$ cat src/rtl/de_input_conditioner.sv
// rtl/de_input_conditioner.sv - reset release, key debounce/edge detect and switch sync for DE boards
// Each key runs its own 4-state debounce FSM; switches are only synchronised.
module de_input_conditioner #(
   parameter int NUM_KEYS        = 3,
   parameter int NUM_SW          = 10,
   parameter int DEBOUNCE_CYCLES = 500000,
   parameter int RST_HOLD_CYCLES = 16
) (
   input  logic                CLOCK_50,
   input  logic                resetn,
   input  logic [NUM_KEYS-1:0] key_n_in,
   input  logic [NUM_SW-1:0]   sw_in,
   output logic                sys_resetn,
   output logic [NUM_KEYS-1:0] key_level,
   output logic [NUM_KEYS-1:0] key_press,
   output logic [NUM_KEYS-1:0] key_release,
   output logic [NUM_SW-1:0]   sw_level,
   output logic                sw_change
);

   localparam int HW = $clog2(RST_HOLD_CYCLES + 1);
   localparam int CW = $clog2(DEBOUNCE_CYCLES + 1);
   localparam logic [HW-1:0] HOLD_LAST = HW'(RST_HOLD_CYCLES - 1);
   localparam logic [CW-1:0] CNT_MAX   = CW'(DEBOUNCE_CYCLES);

   typedef enum logic [1:0] {
      IDLE      = 2'd0,
      ARM_PRESS = 2'd1,
      PRESSED   = 2'd2,
      ARM_REL   = 2'd3
   } key_state_e;

   logic [1:0]    rst_sync_q, rst_sync_d;
   logic [HW-1:0] hold_cnt_q, hold_cnt_d;
   logic          sys_resetn_q, sys_resetn_d;

   // sys_resetn rises on the edge where the hold count reaches RST_HOLD_CYCLES
   always_comb begin
      rst_sync_d   = {rst_sync_q[0], 1'b1};
      hold_cnt_d   = hold_cnt_q;
      sys_resetn_d = sys_resetn_q;
      if (rst_sync_q[1] && !sys_resetn_q) begin
         hold_cnt_d = hold_cnt_q + HW'(1);
         if (hold_cnt_q == HOLD_LAST) begin
            sys_resetn_d = 1'b1;
         end
      end
   end

   always_ff @(posedge CLOCK_50 or negedge resetn) begin
      if (!resetn) begin
         rst_sync_q   <= '0;
         hold_cnt_q   <= '0;
         sys_resetn_q <= 1'b0;
      end else begin
         rst_sync_q   <= rst_sync_d;
         hold_cnt_q   <= hold_cnt_d;
         sys_resetn_q <= sys_resetn_d;
      end
   end

   logic [NUM_KEYS-1:0] key_s1_q, key_s1_d;
   logic [NUM_KEYS-1:0] key_s2_q, key_s2_d;
   logic [NUM_KEYS-1:0] key_level_q, key_level_d;
   logic [NUM_KEYS-1:0] key_prev_q, key_prev_d;
   logic [NUM_KEYS-1:0] key_press_q, key_press_d;
   logic [NUM_KEYS-1:0] key_release_q, key_release_d;

   for (genvar i = 0; i < NUM_KEYS; i++) begin : g_key
      key_state_e    state_q, state_d;
      logic [CW-1:0] cnt_q, cnt_d;
      logic          s;

      assign s = key_s2_q[i];

      always_comb begin
         state_d = state_q;
         cnt_d   = cnt_q;
         if (!sys_resetn_q) begin
            state_d = IDLE;
            cnt_d   = '0;
         end else begin
            case (state_q)
               IDLE: begin
                  if (s) begin
                     state_d = ARM_PRESS;
                     cnt_d   = CW'(1);
                  end
               end
               ARM_PRESS: begin
                  if (!s) begin
                     state_d = IDLE;
                     cnt_d   = '0;
                  end else if (cnt_q == CNT_MAX) begin
                     state_d = PRESSED;
                     cnt_d   = '0;
                  end else begin
                     cnt_d = cnt_q + CW'(1);
                  end
               end
               PRESSED: begin
                  if (!s) begin
                     state_d = ARM_REL;
                     cnt_d   = CW'(1);
                  end
               end
               ARM_REL: begin
                  if (s) begin
                     state_d = PRESSED;
                     cnt_d   = '0;
                  end else if (cnt_q == CNT_MAX) begin
                     state_d = IDLE;
                     cnt_d   = '0;
                  end else begin
                     cnt_d = cnt_q + CW'(1);
                  end
               end
               default: begin
                  state_d = IDLE;
                  cnt_d   = '0;
               end
            endcase
         end
      end

      // Level follows the next state so it changes on the same edge as the FSM
      assign key_level_d[i] = (state_d == PRESSED) || (state_d == ARM_REL);

      always_ff @(posedge CLOCK_50 or negedge resetn) begin
         if (!resetn) begin
            state_q <= IDLE;
            cnt_q   <= '0;
         end else begin
            state_q <= state_d;
            cnt_q   <= cnt_d;
         end
      end
   end

   always_comb begin
      key_s1_d      = ~key_n_in;
      key_s2_d      = key_s1_q;
      key_prev_d    = key_level_q;
      key_press_d   = key_level_q & ~key_prev_q;
      key_release_d = ~key_level_q & key_prev_q;
   end

   always_ff @(posedge CLOCK_50 or negedge resetn) begin
      if (!resetn) begin
         key_s1_q      <= '0;
         key_s2_q      <= '0;
         key_level_q   <= '0;
         key_prev_q    <= '0;
         key_press_q   <= '0;
         key_release_q <= '0;
      end else begin
         key_s1_q      <= key_s1_d;
         key_s2_q      <= key_s2_d;
         key_level_q   <= key_level_d;
         key_prev_q    <= key_prev_d;
         key_press_q   <= key_press_d;
         key_release_q <= key_release_d;
      end
   end

   logic [NUM_SW-1:0] sw_s1_q, sw_s1_d;
   logic [NUM_SW-1:0] sw_s2_q, sw_s2_d;
   logic [NUM_SW-1:0] sw_level_q, sw_level_d;
   logic              sw_seen_q, sw_seen_d;
   logic              sw_change_q, sw_change_d;

   // sw_seen_q stays low through the first capture so the initial value never pulses
   always_comb begin
      sw_s1_d     = sw_in;
      sw_s2_d     = sw_s1_q;
      sw_level_d  = sys_resetn_q ? sw_s2_q : '0;
      sw_seen_d   = sw_seen_q | sys_resetn_q;
      sw_change_d = sw_seen_q && (sw_level_d != sw_level_q);
   end

   always_ff @(posedge CLOCK_50 or negedge resetn) begin
      if (!resetn) begin
         sw_s1_q     <= '0;
         sw_s2_q     <= '0;
         sw_level_q  <= '0;
         sw_seen_q   <= 1'b0;
         sw_change_q <= 1'b0;
      end else begin
         sw_s1_q     <= sw_s1_d;
         sw_s2_q     <= sw_s2_d;
         sw_level_q  <= sw_level_d;
         sw_seen_q   <= sw_seen_d;
         sw_change_q <= sw_change_d;
      end
   end

   assign sys_resetn  = sys_resetn_q;
   assign key_level   = key_level_q;
   assign key_press   = key_press_q;
   assign key_release = key_release_q;
   assign sw_level    = sw_level_q;
   assign sw_change   = sw_change_q;

endmodule

$ cat config.mk
export PLATFORM = sky130hd
export DESIGN_NAME = de_input_conditioner
export DESIGN_NICKNAME = d
export VERILOG_FILES = /design/src/rtl/de_input_conditioner.sv
export SDC_FILE = /design/constraint.sdc
export NUM_CORES = 1
export LEC_CHECK = 0
export ABC_AREA = 1
export CELL_PAD_IN_SITES_DETAIL_PLACEMENT = 0
export CELL_PAD_IN_SITES_GLOBAL_PLACEMENT = 1
export CORE_MARGIN = 10
export CORE_UTILIZATION = 41
export CTS_CLUSTER_SIZE = 12
export DETAILED_ROUTE_END_ITERATION = 10
export GPL_ROUTABILITY_DRIVEN = 1
export PLACE_DENSITY = 0.77
export SYNTH_ARGS = -nofsm -noshare
export SYNTH_HDL_FRONTEND = slang
export SYNTH_SLANG_ARGS = --single-unit
export TNS_END_PERCENT = 100
$ cat constraint.sdc
create_clock -name CLOCK_50 -period 1.4 [get_ports CLOCK_50]
set_input_delay 0.14 -clock CLOCK_50 [delete_from_list [all_inputs] [get_ports CLOCK_50]]
set_output_delay 0.14 -clock CLOCK_50 [all_outputs]
set_load 0.005 [all_outputs]
# == Word-level counts from Yosys, hierarchy flattened ==
# Index checks and enable logic that the tools add are counted.
# op_classes
addsub,4
n_eq_ne,26
muxes,46
bitwise_logic,6
reduce_logical,13
# ops
operator,n
$mux 19,18
$pmux 19 s4,3
$add 19x1->19 const B,3
$eq 19x19->1 const B,3
$mux 2,21
$eq 2x2->1 const B,12
$pmux 2 s4,3
$ne 3x3->1 const B,6
$mux 10,1
$ne 10x10->1,1
$not 3->3,3
$reduce_and 2->1,4
$and 3x3->3,2
$eq 2x1->1 const B,3
$logic_not 2->1,3
$add 5x1->5 const B,1
$eq 5x4->1 const B,1
$logic_or 1x1->1,3
$logic_and 1x1->1,2
$logic_not 1->1,1
$or 1x1->1,1
# word_totals
ff_bits,121
inputBits,15
elab_cells,115

# == Logic depth before layout (Yosys ltp) ==
# Gate-level depths: netlist of the first run.
# depth
ltp_word,7
depth_mapped,11
mapped_depth_nobuf,11

# == Worst setup path after synthesis of the first run ==
# Ideal clock, no wire load.
# synth_path
path_kind,register -> register
startpoint,register g_key[0].cnt_q[0]
endpoint,register g_key[0].cnt_q[6]
arrival_ns,1.357
required_time_ns,1.277
setup_slack_ns,-0.081
stages_incl_launch_ff,11
path_buffers,1
cell_sequence,dfrtp_1 -> inv_1 -> ha_1 -> inv_1 -> nor2_1 -> nand3b_1 -> nor2_1 -> nand2_2 -> nand4_2 -> buf_6 -> a21oi_1
# synth_via
elab_chain_cells,5
# synth_rtl
item,line,rtl
"start, declared",71,"logic [CW-1:0] cnt_q, cnt_d;"
"start signal, assigned",135,cnt_q <= cnt_d;
$add 19x1->19 or $eq 19x19->1 (tied branches),--,
$mux 19 *,"94, 111",
"$mux 19, on equally long branches","108, 91",
$pmux 19 s4 *,83,case (state_q)
$mux 19 *,79,if (!sys_resetn_q) begin
# Every way passes the cells marked *; elsewhere a longest branch is shown, timed or not.
# A chain may end at the register's enable or synchronous reset.

# == Final worst setup path of the first run ==
# layout_path
startpoint,register g_key[1].cnt_q[0]
endpoint,register g_key[1].cnt_q[4]
# layout_via
elab_chain_cells,5
# layout_rtl
item,line
"start, declared",71
"start signal, assigned",135
$add 19x1->19 or $eq 19x19->1 (tied branches),--
$mux 19 *,"94, 111"
"$mux 19, on equally long branches","108, 91"
$pmux 19 s4 *,83
$mux 19 *,79
# Marked as above.

==> results of run 1 <==
[power breakdown]
| group | internal, uW | switching [uW] | total [uW] |
|---|---|---|---|
| Sequential | 3770 | 201 | 3970 |
| Clock | 2400 | 1720 | 4120 |
| Combinational | 1280 | 1700 | 2990 |
| Total | 7450 | 3620 | 11100 |
[worst max-delay path, stage by stage (launching register included)]
cell and delay, ns:
dfrtp_1 0.43, inv_2 0.11, ha_4 0.14, nand2_2 0.05
nor3_2 0.09, nand3_1 0.14, nand2_2 0.14, nand2_4 0.12
buf_6 0.15, nand2_2 0.05, nor2_1 0.04
[flip-flops by register name, summed over array words and instances (netlist names)]
register / cells
key_s1_q: 3
sw_change: 1
key_release: 3
sw_seen_q: 1
hold_cnt_q: 5
key_prev_q: 3
key_s2_q: 3
sys_resetn: 1
sw_s1_q: 10
key_press: 3
sw_level: 10
g_key.state_q: 6
key_level: 3
g_key.cnt_q: 57
rst_sync_q: 2
sw_s2_q: 10
[layout make-up]
type	instances	area [sq um]
multi-input cells	485	3144
inverters	97	405.4
flip-flops and latches	121	3037
well taps	180	225.2
repair buffers	163	1393
fillers	1121	5202
repair inverters	2	18.77
clock inverters	13	110.1
clock buffers	19	452.9
[cell usage after synthesis, drive strengths merged]
cell / instances
a21oi: 12
a41oi: 1
and2: 1
buf: 10
conb: 1
dfrtp: 121
ha: 8
inv: 97
nand2: 176
nand3: 44
nand3b: 2
nand4: 19
nor2: 126
nor3: 25
nor3b: 1
o2111ai: 1
o211ai: 1
o21ai: 19
o21bai: 1
o22ai: 2
o2bb2ai: 3
xnor2: 11
xor2: 29
[metrics by stage]
step / power [uW] / instances / area [sq um]
CTS: 10720 / 1066 / 8134
finish: 11070 / 1080 / 8786
global placement: 6103 / 1006 / 7102
floorplan: 5193 / 711 / 5892
detailed placement: 6159 / 1006 / 7102
global route: 11600 / 1080 / 8786
[cells by family (layout without fill, tap and decap cells)]
| group | Yosys count | in the layout |
|---|---|---|
| adder cells (fa/ha/maj) | 8 | 8 |
| AND/OR/NAND/NOR | 394 | 396 |
| AO/OA/AOI/OAI | 40 | 40 |
| buffers and inverters | 107 | 294 |
| flip-flops | 121 | 121 |
| other | 1 | 1 |
| XOR/XNOR | 40 | 40 |
[worst min-delay path by stage]
stage                        endpoint  depth (start not counted)
detailed placement         sw_s2_q[4]                          1
CTS                        sw_s1_q[7]                          1
global placement           sw_s2_q[4]                          1
finish                     sw_s1_q[5]                          1
floorplan           g_key[0].cnt_q[0]                          0
global route               sw_s1_q[5]                          1
[what timing repair did]
action	in CTS	in global routing
pin swaps	31	49
buffers inserted	23	14
endpoints found under the hold margin	29	0
endpoints found under the setup margin	81	72
hold buffers	1	0
resized for setup	110	142
gates cloned	4	0
[routing by layer]
metal  GRT usage [%]  up-vias  part of all wire (%)
met2           23.98      120                    50
met5               0        -                     0
met3           4.457       15                   4.8
met1           19.50     2531                    44
li1                -     2581                     -
met4           4.185        0                   1.0
==> qor.yml, run 1 <==
timing:
  fmax_mhz: 635.9
  min_period_ns: 1.573
  setup_ws_ns: -0.1726
  maxSlewViolCount: 0
  min_period_over_period_pct: 112.3
  finalSetupTns_ns: -5.663
  finClkSkew_ns: 0.006848
  hold_viol: 0
  rsz0062_at_grt: "yes"
  setup_viol_count_final: 62
  timing.hold.ws_ns: 0.1602
yosys:
  yosys.area_share.xor_xnor_pct: 5.957
  syn_area_sq_mm: 0.005881
  synth_largest_area_cell: "dfrtp_1"
  synth.distinct_cells: 33
  ys_top_cells_by_area: "dfrtp_1, nand2_1, nor2_1"
  synth.top_cell.area_share_pct: 51.49
  ys_seq_elements: 121
  synth_top_family_by_area: "simple AND/OR/NAND/NOR gates"
  synth_seq_area_share_pct: 51.49
  synth_area_per_cell_sq_um: 8.271
  ys_warn_count: 0
  synth_compound_area_share_pct: 3.851
  netlist_instances: 711
  synthAdderAreaFrac_pct: 1.702
  syn_nets: 734
  synth-simple-area-share_pct: 28.98
  synth_mux_area_share_pct: 0
clocking:
  cts_buffers: 17
  cts_sinks: 121
  clock_latency_ns: 0.42
  htreeDepth: 4
  clockBufferDepth: 2
  clkTransAtPathRegs_ns: 0.06
  cts_tree: "done"
  cts-root-buf: "clkbuf_16"
setup_path:
  rrSetupSlack_ns: -0.17
  cp-end-kind: "flop"
  critPathLaunch: "g_key[1].cnt_q[0]"
  r2r-start: "g_key[1].cnt_q[0]"
  endpoint: "g_key[1].cnt_q[4]"
  worstPathRequired_ns: 1.70
  r2r.worst_path.cells: 10
  worst_setup_path_start_kind: "flop"
  critical_path_arrival_ns: 1.87
  r2r_end: "g_key[1].cnt_q[4]"
  worst-setup-path-type: "flop to flop"
  crit_fanout: 3
floorplan:
  start_util_pct: 42.04
  dieWidth_um: 139.8
  dieArea_sq_mm: 0.01953
  die_y_um: 139.8
  ioPinCount: 36
  core_area_sq_mm: 0.01399
  num_rows: 43
drt:
  wirelength_um: 15530
  wl_per_cell_um: 14.38
  detail_route.iter0.violations: 364
  vias_per_cell: 4.858
  dr.pass1.iters: 7
  postRouteAntennaNets: 0
  vias: 5247
  drc: 0
cells_and_area:
  final_util_pct: 62.81
  layout_commonest_cell: "nand2_1"
  syn_to_final_growth_pct: 49.40
  antenna_cells: 0
  final_cell_mix: "nand2_1, dfrtp_1, buf_4"
  drive_gt1_share_pct: 36.44
  fin_nets: 910
grt:
  grt_max_degree: 39
  grt_pass1_vias: 5106
  track_usage_pct: 15.10
  antenna_found_initial: 0
  grt_pass1_wl_um: 24660
  grt_overflow: 0
placed_design:
  dpl_worst_slack_ns: -0.1754
  port-buffer-count: 35
  dp_hpwl_um: 9826
  gp_congestion: 0.9181
outcome:
  status: "finished, violations left"
  violations: "negative setup slack"
run:
  cap_violations: 0
power:
  max-vdd-ir-drop_mv: 1.007
  leakagePower_uw: 0.004031
  power_density_mw_per_mm2: 1260
min_path:
  min_path_type: "primary input to flop"
  min_from: "sw_in[5]"
(Power assumes the default switching activity.)
==> inputs of run 2 (changes only) <==
--- a/config.mk
+++ b/config.mk
@@ -9,11 +9,11 @@
 export CELL_PAD_IN_SITES_DETAIL_PLACEMENT = 0
 export CELL_PAD_IN_SITES_GLOBAL_PLACEMENT = 1
 export CORE_MARGIN = 10
-export CORE_UTILIZATION = 41
+export CORE_UTILIZATION = 45
 export CTS_CLUSTER_SIZE = 12
 export DETAILED_ROUTE_END_ITERATION = 10
 export GPL_ROUTABILITY_DRIVEN = 1
-export PLACE_DENSITY = 0.77
+export PLACE_DENSITY = 0.81
 export SYNTH_ARGS = -nofsm -noshare
 export SYNTH_HDL_FRONTEND = slang
 export SYNTH_SLANG_ARGS = --single-unit
==> constraint.sdc (replaced) <==
create_clock -name CLOCK_50 -period 1.6 [get_ports CLOCK_50]
set_input_delay 0.16 -clock CLOCK_50 [delete_from_list [all_inputs] [get_ports CLOCK_50]]
set_output_delay 0.16 -clock CLOCK_50 [all_outputs]
set_load 0.005 [all_outputs]
==> qor.yml, run 2 (same netlist as run 1, synthesis figures left out) <==
run:
  cap_violations: 0
power:
  max-vdd-ir-drop_mv: 0.9528
  leakagePower_uw: 0.003372
  power_uw: 9647
  power_density_mw_per_mm2: 1279
timing:
  min_period_ns: 1.551
  min_period_over_period_pct: 96.93
  finClkSkew_ns: 0.01934
  maxSlewViolCount: 0
  fmax_mhz: 644.8
  setup_viol_count_final: 0
  timing.hold.ws_ns: 0.1767
  rsz0062_at_grt: "yes"
  hold_viol: 0
  setup_ws_ns: 0.04916
cells_and_area:
  syn_to_final_growth_pct: 28.26
  final_util_pct: 59.28
  fillers: 1137
  largest_reg_flops: 57
  drive_gt1_share_pct: 16.09
  regArea_sq_mm: 0.003032
  fin_nets: 818
  instances_no_fill: 980
  final_cell_mix: "nand2_1, dfrtp_1, nor2_1"
  antenna_cells: 0
  multi_input_area_sq_mm: 0.002562
  layout_commonest_cell: "nand2_1"
  largest_register: "g_key.cnt_q"
grt:
  grt_pass1_wl_um: 21900
  top_usage_layer: "met2"
  grt_pass1_vias: 4708
  track_usage_pct: 14.81
  grt_max_degree: 81
  grtUsageMet1_pct: 17.64
  antenna_found_initial: 0
  grt_use_met2_pct: 24.71
  grt_overflow: 0
  grt_use_met3_pct: 4.556
setup_path:
  cp_slowest_stage_delay_ns: 0.42
  critical_path_arrival_ns: 1.89
  worstPathCellList: "inv_2 -> ha_1 -> inv_1 -> nor2_1 -> nand3b_1 -> nor2_2 -> nand2_4 -> o21bai_1 -> inv_1 -> nor2_1"
  critPathLaunch: "g_key[0].cnt_q[0]"
  r2r-start: "g_key[0].cnt_q[0]"
  worst_setup_path_start_kind: "flop"
  cp-end-kind: "flop"
  crit_fanout: 7
  crit_slowest_cell: "dfrtp_1"
  worstPathRequired_ns: 1.94
  worst-setup-path-type: "flop to flop"
drt:
  dr.pass1.iters: 7
  postRouteAntennaNets: 0
  vias: 4745
  detail_route.iter0.violations: 321
  vias_per_cell: 4.842
  wl_per_cell_um: 13.43
  drc: 0
  wirelength_um: 13160
placed_design:
  place_inst: 933
  gp_congestion: 0.8495
  dp_hpwl_um: 8716
  dpl_worst_slack_ns: -0.2151
  port-buffer-count: 35
clocking:
  cts_tree: "done"
  cts_sinks: 121
  clock_latency_ns: 0.42
  cts-root-buf: "clkbuf_16"
  clockBufferDepth: 2
  clkTransAtPathRegs_ns: 0.06
  cts_buffers: 17
  htreeDepth: 4
outcome:
  status: "complete, no violations"
floorplan:
  start_util_pct: 46.22
  ioPinCount: 36
  num_rows: 41
  die_y_um: 134.3
  core_area_sq_mm: 0.01272
  dieArea_sq_mm: 0.01804
  dieWidth_um: 134.3
min_path:
  min_path_type: "primary input to flop"
  min_from: "sw_in[8]"
## run 2: cell count changes in the layout (fill, tap and decap cells not counted), moves of 8 or more
cell	previous run	this run
buf_4	113	28
nor2_1	76	112
clkdlybuf4s50_1	13	33
nand2_1	145	164
dlygate4sd2_1	18	0
nor2_2	26	8
nor2_4	23	5
nand2_4	13	3
inv_1	76	85
nand2_2	17	9
o21ai_0	7	15
## run 2: timing repair
item | in CTS | in global routing
hold buffers | 1 | 0
gates cloned | 1 | 3
endpoints found under the setup margin | 31 | 64
pin swaps | 1 | 13
hold endpoints to repair | 121 | 0
buffers inserted | 3 | 7
resized for setup | 7 | 53
## run 2: cell type report
class | instances | area share [%]
sequential | 121 | 40.20
multi-input combinational | 485 | 33.97
timing repair buffer | 72 | 9.323
clock buffer | 18 | 5.823
inverter | 97 | 4.960
tap | 172 | 2.853
clock inverter | 14 | 2.770
timing repair inverter | 1 | 0.09954
## run 2: worst max-delay path, delay by kind of cell (launching register included)
kind                     cells  cell delay [ns]
flip-flops                   1             0.42
AO/OA/AOI/OAI                1             0.16
adder cells (fa/ha/maj)      1             0.13
buffers and inverters        3             0.19
AND/OR/NAND/NOR              5             0.57
## run 2: worst paths after layout
path / slack (ns) / cells past startpoint / endpoint
worst max-delay path: 0.05 / 10 / key_level[0]
worst min-delay path: 0.18 / 1 / sw_s1_q[8]
worst max register to register: 0.05 / 10 / key_level[0]
worst min register to register: 0.35 / 0 / sw_s2_q[2]
max in group asynchronous: 0.91 / 3 / g_key[1].cnt_q[2]
min in group asynchronous: 0.27 / 3 / g_key[0].cnt_q[0]
## run 2: power breakdown
part | switching [uW] | internal, uW | leakage [uW]
clock | 1490 | 2690 | 0.000314
combinational | 1100 | 852 | 0.00147
sequential | 213 | 3300 | 0.00158
## run 2: stage by stage
step | instance area (sq um) | setup TNS (ns)
3_5_place_dp | 6555 | -3.307
3_3_place_gp | 6555 | -0.7437
2_1_floorplan | 5881 | 0
6_report | 7542 | 0
4_1_cts | 7267 | 0
5_1_grt | 7542 | -0.5666
## run 2: routing by layer
| layer | up-vias | routed length (um) |
|---|---|---|
| met3 | 8 | 586 |
| met4 | 0 | 140 |
| met5 | - | 0 |
| met1 | 2256 | 5882 |
| li1 | 2396 | - |
| met2 | 85 | 6549 |
